==> src/rtl/hamming_secded_codec_pipe.sv <==
// Two-stage pipelined Hamming SECDED encoder/decoder with valid/ready handshaking
// and saturating counters for delivered single-corrected and double-detected results.
module hamming_secded_codec_pipe #(
    parameter int DATA_W = 8,
    parameter int R      = 4,
    parameter int CNT_W  = 16,
    localparam int CW    = DATA_W + R + 1
) (
    input  logic              clk,
    input  logic              rst,
    input  logic              in_valid,
    output logic              in_ready,
    input  logic              in_op,
    input  logic [CW-1:0]     in_data,
    output logic              out_valid,
    input  logic              out_ready,
    output logic              out_op,
    output logic [CW-1:0]     out_data,
    output logic [R-1:0]      out_syndrome,
    output logic              out_sec,
    output logic              out_ded,
    input  logic              cnt_clr,
    output logic [CNT_W-1:0]  cnt_sec,
    output logic [CNT_W-1:0]  cnt_ded
);

    // Positions (1..CW-1) whose index has bit k set; bit p-1 of the mask is position p.
    function automatic logic [CW-2:0] pos_mask(input int k);
        logic [CW-2:0] m;
        m = '0;
        for (int p = 1; p < CW; p++) begin
            m[p-1] = ((p >> k) & 1) == 1;
        end
        return m;
    endfunction

    // Place data bits on the non-power-of-two positions, d0 at the lowest one.
    function automatic logic [CW-2:0] spread_data(input logic [DATA_W-1:0] d);
        logic [CW-2:0] w;
        int j;
        w = '0;
        j = 0;
        for (int p = 1; p < CW; p++) begin
            if ((p & (p - 1)) != 0) begin
                w[p-1] = d[j];
                j++;
            end
        end
        return w;
    endfunction

    function automatic logic [DATA_W-1:0] extract_data(input logic [CW-1:0] w);
        logic [DATA_W-1:0] d;
        int j;
        d = '0;
        j = 0;
        for (int p = 1; p < CW; p++) begin
            if ((p & (p - 1)) != 0) begin
                d[j] = w[p-1];
                j++;
            end
        end
        return d;
    endfunction

    logic              s1_valid_reg;
    logic              s1_op_reg;
    logic [CW-1:0]     s1_word_reg;
    logic [R-1:0]      s1_syn_reg;
    logic              s1_ov_reg;

    logic              out_valid_reg;
    logic              out_op_reg;
    logic [CW-1:0]     out_data_reg;
    logic [R-1:0]      out_syn_reg;
    logic              out_sec_reg;
    logic              out_ded_reg;
    logic [CNT_W-1:0]  cnt_sec_reg;
    logic [CNT_W-1:0]  cnt_ded_reg;

    logic              s2_advance;
    logic              s1_advance;
    logic              in_fire;
    logic              out_fire;

    logic [CW-2:0]     in_spread;
    logic [R-1:0]      enc_chk;
    logic [R-1:0]      dec_syn;
    logic [CW-1:0]     s1_word_next;

    assign s2_advance = !out_valid_reg || out_ready;
    assign s1_advance = s1_valid_reg && s2_advance;
    assign in_ready   = !s1_valid_reg || s1_advance;
    assign in_fire    = in_valid && in_ready;
    assign out_fire   = out_valid_reg && out_ready;

    assign in_spread = spread_data(in_data[DATA_W-1:0]);

    // Check bits and syndrome share the same position masks.
    generate
        for (genvar gi = 0; gi < R; gi++) begin : g_parity
            localparam logic [CW-2:0] MASK = pos_mask(gi);
            assign enc_chk[gi] = ^(in_spread & MASK);
            assign dec_syn[gi] = ^(in_data[CW-2:0] & MASK);
        end
    endgenerate

    always_comb begin
        logic [CW-2:0] low;
        low = in_spread;
        for (int k = 0; k < R; k++) begin
            low[(1 << k) - 1] = enc_chk[k];
        end
        s1_word_next = in_op ? in_data : {^low, low};
    end

    // Stage 2: classify and correct.
    logic [CW-1:0] s2_data_next;
    logic [R-1:0]  s2_syn_next;
    logic          s2_sec_next;
    logic          s2_ded_next;

    always_comb begin
        logic [CW-1:0] corrected;
        corrected    = s1_word_reg;
        s2_data_next = s1_word_reg;
        s2_syn_next  = '0;
        s2_sec_next  = 1'b0;
        s2_ded_next  = 1'b0;
        if (s1_op_reg) begin
            s2_syn_next = s1_syn_reg;
            if (s1_ov_reg) begin
                if (int'(s1_syn_reg) <= CW - 1) begin
                    s2_sec_next = 1'b1;
                    for (int p = 1; p < CW; p++) begin
                        if (int'(s1_syn_reg) == p) begin
                            corrected[p-1] = ~corrected[p-1];
                        end
                    end
                end else begin
                    s2_ded_next = 1'b1;
                end
            end else if (s1_syn_reg != '0) begin
                s2_ded_next = 1'b1;
            end
            s2_data_next = '0;
            s2_data_next[DATA_W-1:0] = extract_data(corrected);
        end
    end

    always_ff @(posedge clk or posedge rst) begin
        if (rst) begin
            s1_valid_reg <= 1'b0;
            s1_op_reg    <= 1'b0;
            s1_word_reg  <= '0;
            s1_syn_reg   <= '0;
            s1_ov_reg    <= 1'b0;
        end else if (in_ready) begin
            s1_valid_reg <= in_valid;
            if (in_fire) begin
                s1_op_reg   <= in_op;
                s1_word_reg <= s1_word_next;
                s1_syn_reg  <= in_op ? dec_syn : '0;
                s1_ov_reg   <= in_op & (^in_data);
            end
        end
    end

    always_ff @(posedge clk or posedge rst) begin
        if (rst) begin
            out_valid_reg <= 1'b0;
            out_op_reg    <= 1'b0;
            out_data_reg  <= '0;
            out_syn_reg   <= '0;
            out_sec_reg   <= 1'b0;
            out_ded_reg   <= 1'b0;
        end else if (s2_advance) begin
            out_valid_reg <= s1_valid_reg;
            if (s1_valid_reg) begin
                out_op_reg   <= s1_op_reg;
                out_data_reg <= s2_data_next;
                out_syn_reg  <= s2_syn_next;
                out_sec_reg  <= s2_sec_next;
                out_ded_reg  <= s2_ded_next;
            end
        end
    end

    localparam logic [CNT_W-1:0] CNT_ONE = {{(CNT_W-1){1'b0}}, 1'b1};

    always_ff @(posedge clk or posedge rst) begin
        if (rst) begin
            cnt_sec_reg <= '0;
            cnt_ded_reg <= '0;
        end else if (cnt_clr) begin
            cnt_sec_reg <= '0;
            cnt_ded_reg <= '0;
        end else if (out_fire) begin
            if (out_sec_reg && (cnt_sec_reg != '1)) begin
                cnt_sec_reg <= cnt_sec_reg + CNT_ONE;
            end
            if (out_ded_reg && (cnt_ded_reg != '1)) begin
                cnt_ded_reg <= cnt_ded_reg + CNT_ONE;
            end
        end
    end

    assign out_valid    = out_valid_reg;
    assign out_op       = out_op_reg;
    assign out_data     = out_data_reg;
    assign out_syndrome = out_syn_reg;
    assign out_sec      = out_sec_reg;
    assign out_ded      = out_ded_reg;
    assign cnt_sec      = cnt_sec_reg;
    assign cnt_ded      = cnt_ded_reg;

endmodule

==> config.mk <==
export PLATFORM = sky130hd
export DESIGN_NAME = hamming_secded_codec_pipe
export DESIGN_NICKNAME = d
export VERILOG_FILES = /design/src/rtl/hamming_secded_codec_pipe.sv
export SDC_FILE = /design/constraint.sdc
export NUM_CORES = 1
export LEC_CHECK = 0
export CAP_MARGIN = 20
export CORE_UTILIZATION = 47
export DETAILED_ROUTE_END_ITERATION = 8
export HOLD_SLACK_MARGIN = 0.02
export PLACE_DENSITY = 0.76
export SYNTH_ARGS = -nofsm -noshare
export SYNTH_HDL_FRONTEND = slang
export SYNTH_SLANG_ARGS = --single-unit
==> constraint.sdc <==
create_clock -name clk -period 2.8 [get_ports clk]
set_clock_uncertainty 0.1 [all_clocks]
set_input_delay 0.84 -clock clk [delete_from_list [all_inputs] [get_ports clk]]
set_output_delay 0.84 -clock clk [all_outputs]
set_load 0.1 [all_outputs]
==> metrics.md, run 1 <==
| Metric | Value |
|---|---|
| Leakage power of the design | 0.00228 uW |
| Most common cell after layout, fill and taps aside | dfrtp_1 |
| Min-delay worst type | flip-flop to flip-flop |
| Length of routed wiring on met1 | 3.66 mm |
| Warnings from Yosys | 0 |
| DRC | 0 |
| Number of H-tree branching levels | 3 |
| Max frequency | 0.365 GHz |
| Length of the first detailed-routing pass in iterations | 5 |
| Tightest slew margin relative to the limit | 50.9% |
| HPWL after detailed placement | 6.10 mm |
| Clock buffer depth | 2 |
| Arrival time reported for the critical path endpoint | 1800 ps |
| WL met2 | 4.12 mm |
| Setup repair after global routing missed its margin | no |
| Combined area of the multi-input logic cells | 0.00196 mm^2 |
| Min Tclk post-route | 2740 ps |
| Final number of max-transition violations | 0 |
| Startpoint of the lowest-slack register-to-register path | cnt_ded[3]$_DFFE_PP0P_ |
| Dominant register cell in the synthesized netlist | dfrtp_1 |
| Worst-Skew Late Latency | 350 ps |
| Initial detailed-routing violation count | 111 |
| Flip-flop and latch count after synthesis | 73 |
| Post-Route WL | 8.20 mm |
| Worst r2r path cells | 5 |
| Async SR Flop Fraction | 100% |
| Placed instance count | 575 |
| Post-layout instance count excluding filler cells | 591 |
| Worst Setup SP | out_ready |
| Number of nets produced by synthesis | 424 |
| Per-cell via count in the routed design | 5.26 |
| Via count of the first global-routing pass | 2984 |
| Remaining Overflow, GRT | 0 |
| FP Rows | 32 |
| Gate Count Post-Synth | 403 |
| Initial core utilization | 49.6% |
| Post-CTS Hold Buffers | 0 |
| Sequential-to-total area share from yosys stat | 47.0% |
| Reg-to-reg critical path endpoint | cnt_ded[1]$_DFFE_PP0P_ |
| Storage element area | 0.00183 mm^2 |
| Cell variety after synth | 37 |
| Accumulated negative setup slack | 0 ps |
| Clock buffer count from CTS | 9 |
| Growth of design area from synthesis to finish | 25.5% |
| Required time at the endpoint of the critical path | 1860 ps |
| Final Instance Area | 0.00488 mm^2 |
| Slew at the pin with the worst max-slew slack | 736 ps |
| Combined area of all synthesized cells | 0.00389 mm^2 |
| Destination of the critical timing path | in_ready |
| Floorplan Core Area | 0.00785 mm^2 |
| Clock tree from TritonCTS | yes |
| Count of inserted antenna diode cells | 0 |
| Start-to-end type of the worst setup path | primary input to output port |
| Post-CTS setup-driven buffer insertion count | 0 |
| Number of filler instances in the final layout | 679 |
| Power density over cell area | 646 mW/mm^2 |
| Met3 Routed Length | 366 um |
| Final layout net count | 505 |
| Die extent in x | 93.0 um |
| Final weighted congestion in routability-driven placement | 0.837 |
| Crit path launch type | primary input |
| Number of antenna violations at the first check in global routing | 0 |
| Top library cells by usage in the layout, fill and taps aside | 73 x dfrtp_1, 71 x buf_4, 58 x nand2_1 |
| Result of the run | finished, final reports clean |
| Via count | 3106 |
| Maximum number of pins on one net before global-route repair | 35 |
| Area post-placement | 0.00469 mm^2 |
| Number of synthesized flops with an enable pin | 0 |
| Average cell area after synthesis | 9.65 um^2 |
| Category of the worst setup path capture point | output port |
| Total chip power | 3150 uW |
| Maximum fanout along the worst path | 2 |
| Worst reg2reg setup slack | 850 ps |
| Proportion of layout cells with a drive suffix above 1 | 19.0% |
| First-pass GRT wire length | 13.8 mm |
| Number of clock sinks | 73 |
| Height of the die | 93.0 um |
| Number of placed I/O pins | 73 |
| Clock Pin Slew Worst Setup and Hold Paths | 70 ps |
| Uppermost layer routed | met4 |
| Peak VDD IR | 0.272 mV |
| Port-buffer cells | 72 |
| Number of endpoints failing setup at the final stage | 0 |
| Final critical-path share of the clock period | 97.8% |
| Antenna Nets Post-Route | 0 |
| Total Die Area | 0.00864 mm^2 |
| Global router's overall resource usage | 20.5% |
| CTS root buffer | clkbuf_8 |
| Final Hold Viols | 0 |
| Wire per inst | 13.9 um |
| Max Cap Viol | 0 |
| Post-CTS Resized | 0 |
## cell type report
class,count,area share [%]
clock buffers,10,2.61
well taps,102,2.61
repair buffers,92,15.8
flip-flops and latches,73,37.4
multi-input cells,306,40.1
clock inverters,6,1.20
inverters,2,0.154
## cells in the mapped netlist (3+ instances only)
master     number  share of area (%)
dfrtp_1        73                 47
nand2_1        58                5.6
nor2_1         39                3.8
o21ai_1        39                5.0
xor2_1         38                8.6
xnor2_1        24                5.4
mux2i_1        20                5.1
clkbuf_1       18                1.7
nand4_1        13                2.1
nand2b_1       10                1.6
and3_1          9                1.4
and4_1          9                2.0
nand3_1         9                1.2
o211ai_1        7                1.4
nor3_1          5               0.64
a21oi_1         4               0.51
o2111ai_1       3               0.68
## logic make-up after synthesis
family	after synthesis	share of synthesized area (%)
adders and majority gates	2	0.643
muxes	21	5.44
xor gates and xnor gates	65	15.6
buffers and inverters	24	2.64
AOI/OAI and AO/OA	58	8.72
DFF	73	47.0
and+or+nand+nor	160	20.0
## per-layer routing
layer / track usage, % / vias to the layer above
li1: - / 1550
met1: 25.5 / 1471
met2: 35.0 / 81
met3: 5.01 / 4
met4: 5.90 / 0
met5: 0 / -
## critical path, cell delays in order
cell,delay [ps]
clkdlybuf4s50_1,440
nand3b_2,300
buf_12,210
## worst min-delay path by stage
stage / start / endpoint / slack [ps] / cells past startpoint
2_1_floorplan: s1_word_reg[0]$_DFFE_PP0P_ / s1_word_reg[0]$_DFFE_PP0P_ / 350 / 2
5_1_grt: out_op$_DFFE_PP0P_ / out_op$_DFFE_PP0P_ / 410 / 1
4_1_cts: out_data[10]$_DFFE_PP0P_ / out_data[10]$_DFFE_PP0P_ / 400 / 2
3_3_place_gp: s1_word_reg[3]$_DFFE_PP0P_ / s1_word_reg[3]$_DFFE_PP0P_ / 370 / 2
3_5_place_dp: out_data[2]$_DFFE_PP0P_ / out_data[2]$_DFFE_PP0P_ / 380 / 2
6_report: s1_word_reg[7]$_DFFE_PP0P_ / s1_word_reg[7]$_DFFE_PP0P_ / 390 / 2
## stage by stage
stage	util, %	hold WS [ps]	setup slack [ps]
after floorplan	-	355	6.73
after global placement	59.8	373	68.8
after detailed placement	59.8	379	-87.1
after CTS	62.2	396	72.2
after global routing	62.2	412	30.8
final	62.2	391	62.2
## where the power goes
part | switching [uW] | leakage (uW) | total (uW) | internal (uW)
sequential | 120 | 0.000965 | 1290 | 1170
clock | 389 | 0.0000998 | 797 | 407
combinational | 760 | 0.00122 | 1070 | 306
total | 1270 | 0.00228 | 3150 | 1880
Note: power is estimated with default switching activity, not from simulation.
==> inputs of run 2 (changes only) <==
--- a/config.mk
+++ b/config.mk
@@ -6,10 +6,12 @@
 export NUM_CORES = 1
 export LEC_CHECK = 0
 export CAP_MARGIN = 20
+export CORE_MARGIN = 8
 export CORE_UTILIZATION = 47
 export DETAILED_ROUTE_END_ITERATION = 8
 export HOLD_SLACK_MARGIN = 0.02
 export PLACE_DENSITY = 0.76
+export SETUP_SLACK_MARGIN = 0.05
 export SYNTH_ARGS = -nofsm -noshare
 export SYNTH_HDL_FRONTEND = slang
 export SYNTH_SLANG_ARGS = --single-unit
==> run 2 against run 1 <==
Largest power group unchanged; largest cell class unchanged; count of clock-buffer cells in the layout grew 1; critical path depth is the same; clock power shrank 2%.
==> metrics.md, run 2 (synthesis gave the netlist of run 1 again) <==
| Metric | Value |
|---|---|
| Result of the run | finished, final reports clean |
| Number of endpoints failing setup at the final stage | 0 (unchanged) |
| Hold path endpoint | out_data[7]$_DFFE_PP0P_ |
| Clock buffer count from CTS | 9 (unchanged) |
| Crit path largest cell delay | 520 ps (+80 ps) |
| Most common cell after layout, fill and taps aside | dfrtp_1 |
| Startpoint of the lowest-slack register-to-register path | cnt_ded[3]$_DFFE_PP0P_ |
| Per-cell via count in the routed design | 5.26 (about the same) |
| Remaining Overflow, GRT | 0 (unchanged) |
| Min-delay worst type | flip-flop to flip-flop |
| Peak VDD IR | 0.297 mV (+9.3%) |
| Arrival time reported for the critical path endpoint | 1720 ps (-80 ps) |
| Initial core utilization | 47.8% (-1.7 points) |
| FP Rows | 33 (+3.1%) |
| Worst-Skew Late Latency | 350 ps (about the same) |
| List of cells traversed by the critical path | clkdlybuf4s50_1, nand3b_4, buf_12 |
| Clock Pin Slew Worst Setup and Hold Paths | 70 ps (about the same) |
| Post-Route WL | 8.51 mm (+3.8%) |
| Post-CTS Hold Buffers | 0 (unchanged) |
| Floorplan Core Area | 0.00813 mm^2 (+3.7%) |
| Number of antenna violations at the first check in global routing | 0 (unchanged) |
| Accumulated negative setup slack | 0 ps (unchanged) |
| Worst Setup SP | out_ready |
| Number of buffer and inverter stages on the critical path | 2 (unchanged) |
| Placed instance count | 575 (unchanged) |
| Via count | 3103 (-0.097%) |
| Worst hold slack across all endpoints | 387 ps (-3.27 ps) |
| Critical path's top delay family | buffers and inverters |
| Max Cap Viol | 0 (unchanged) |
| Critical Path Slowest Stage Cell | clkdlybuf4s50_1 |
| Category of the worst setup path capture point | output port |
| Start-to-end type of the worst setup path | primary input to output port |
| Hold Path Cell Cnt | 2 (unchanged) |
| Final weighted congestion in routability-driven placement | 0.845 (+0.86%) |
| Clock buffer depth | 2 (unchanged) |
| Hold_sp | out_data[7]$_DFFE_PP0P_ |
| CTS root buffer | clkbuf_8 |
| DRC | 0 (unchanged) |
| Wire per inst | 14.4 um (+4.0%) |
| Worst r2r path cells | 5 (unchanged) |
| Required time at the endpoint of the critical path | 1860 ps (about the same) |
| Final layout net count | 502 (-0.59%) |
| Port-buffer cells | 72 (unchanged) |
| Reg-to-reg critical path endpoint | cnt_ded[1]$_DFFE_PP0P_ |
| Number of clock sinks | 73 (unchanged) |
| Crit path launch type | primary input |
| Via count of the first global-routing pass | 3079 (+3.2%) |
| Final number of max-transition violations | 0 (unchanged) |
| Proportion of layout cells with a drive suffix above 1 | 18.1% (-0.87 points) |
| Antenna Nets Post-Route | 0 (unchanged) |
| Total Die Area | 0.0114 mm^2 (+32%) |
| Initial detailed-routing violation count | 168 (+51%) |
| Min Tclk post-route | 2660 ps (-77.1 ps) |
| Worst reg2reg setup slack | 900 ps (+50 ps) |
| Clock tree from TritonCTS | yes |
| Maximum fanout along the worst path | 2 (unchanged) |
| Final critical-path share of the clock period | 95.0% (-2.8 points) |
| Power density over cell area | 643 mW/mm^2 (-0.43%) |
| Top library cells by usage in the layout, fill and taps aside | 73 x dfrtp_1, 67 x buf_4, 58 x nand2_1 |
| Max frequency | 0.376 GHz (+2.9%) |
| First-pass GRT wire length | 14.4 mm (+4.0%) |
| Number of H-tree branching levels | 3 (unchanged) |
| Slew at the pin with the worst max-slew slack | 700 ps (-36.4 ps) |
| Die extent in x | 107 um (+15%) |
| Final Instance Area | 0.00488 mm^2 (about the same) |
| Height of the die | 107 um (+15%) |
| Setup repair after global routing missed its margin | no |
| Leakage power of the design | 0.00227 uW (-0.66%) |
| Number of placed I/O pins | 73 (unchanged) |
| Area post-placement | 0.00469 mm^2 (about the same) |
| Growth of design area from synthesis to finish | 25.4% (about the same) |
| Global router's overall resource usage | 15.6% (-4.9 points) |
| Final Hold Viols | 0 (unchanged) |
| Post-layout instance count excluding filler cells | 590 (-0.17%) |
| Count of inserted antenna diode cells | 0 (unchanged) |
| HPWL after detailed placement | 6.45 mm (+5.8%) |
| Tightest slew margin relative to the limit | 53.3% (+2.4 points) |
| Length of the first detailed-routing pass in iterations | 5 (unchanged) |
| Maximum number of pins on one net before global-route repair | 33 (-5.7%) |
-- run 2: cell types whose count changed in the layout (fill, tap and decap cells not counted) --
| cell | before | now |
|---|---|---|
| buf_12 | 3 | 4 |
| inv_2 | 1 | 0 |
| nand3b_4 | 0 | 1 |
| nand3b_2 | 1 | 0 |
| clkbuf_1 | 1 | 2 |
| clkinvlp_4 | 0 | 1 |
| buf_4 | 71 | 67 |
| clkinv_2 | 4 | 3 |
| clkinv_4 | 1 | 0 |
-- run 2: per-layer routing --
metal | vias to the layer above | global-route usage (%) | wire [um] | share of wire, %
li1 | 1548 | - | - | -
met1 | 1464 | 18.7 | 3760 | 44
met2 | 80 | 26.2 | 4180 | 49
met3 | 11 | 2.94 | 411 | 4.8
met4 | 0 | 8.04 | 164 | 1.9
met5 | - | 0 | 0 | 0
-- run 2: cell type report --
type | count | area, um^2
repair buffers | 89 | 763
inverters | 2 | 11.3
clock inverters | 4 | 45.0
multi-input cells | 306 | 1970
clock buffers | 11 | 131
well taps | 105 | 131
flip-flops and latches | 73 | 1830
fillers | 682 | 3260
-- run 2: where the power goes --
part	switching [uW]	leakage, uW	internal [uW]
logic	760	0.00121	305
registers	121	0.000965	1170
clock network	377	0.0000929	403
-- run 2: worst register-to-register path: cells and delay by family, from the launching register on --
kind	cells	cell delay, ps
simple gates	3	690
mux	1	210
flops	1	450
compound gates	1	340
-- run 2: how the worst max path moves through the flow --
| stage | to | slack (ps) | depth (start not counted) |
|---|---|---|---|
| final | in_ready | 140 | 3 |
| after global routing | in_ready | 120 | 3 |
| after CTS | in_ready | 70 | 3 |
| after detailed placement | s1_word_reg[12]$_DFFE_PP0P_ | 3 | 6 |
| after global placement | s1_word_reg[12]$_DFFE_PP0P_ | 60 | 6 |
| after floorplan | s1_ov_reg$_DFFE_PP0P_ | 110 | 5 |
-- run 2: metrics by stage --
| stage | util, % | total power (uW) | worst slack (ps) |
|---|---|---|---|
| 2_1_floorplan | - | 2120 | 107 |
| 3_3_place_gp | 57.7 | 2370 | 58.8 |
| 3_5_place_dp | 57.7 | 2390 | 3.13 |
| 4_1_cts | 59.9 | 3170 | 65.3 |
| 5_1_grt | 60.0 | 3270 | 119 |
| 6_report | 60.0 | 3140 | 139 |
-- run 2: timing repair --
action                                  CTS  global route
endpoints found under the setup margin    0             1
setup buffers                             0             0
resized for setup                         0             1
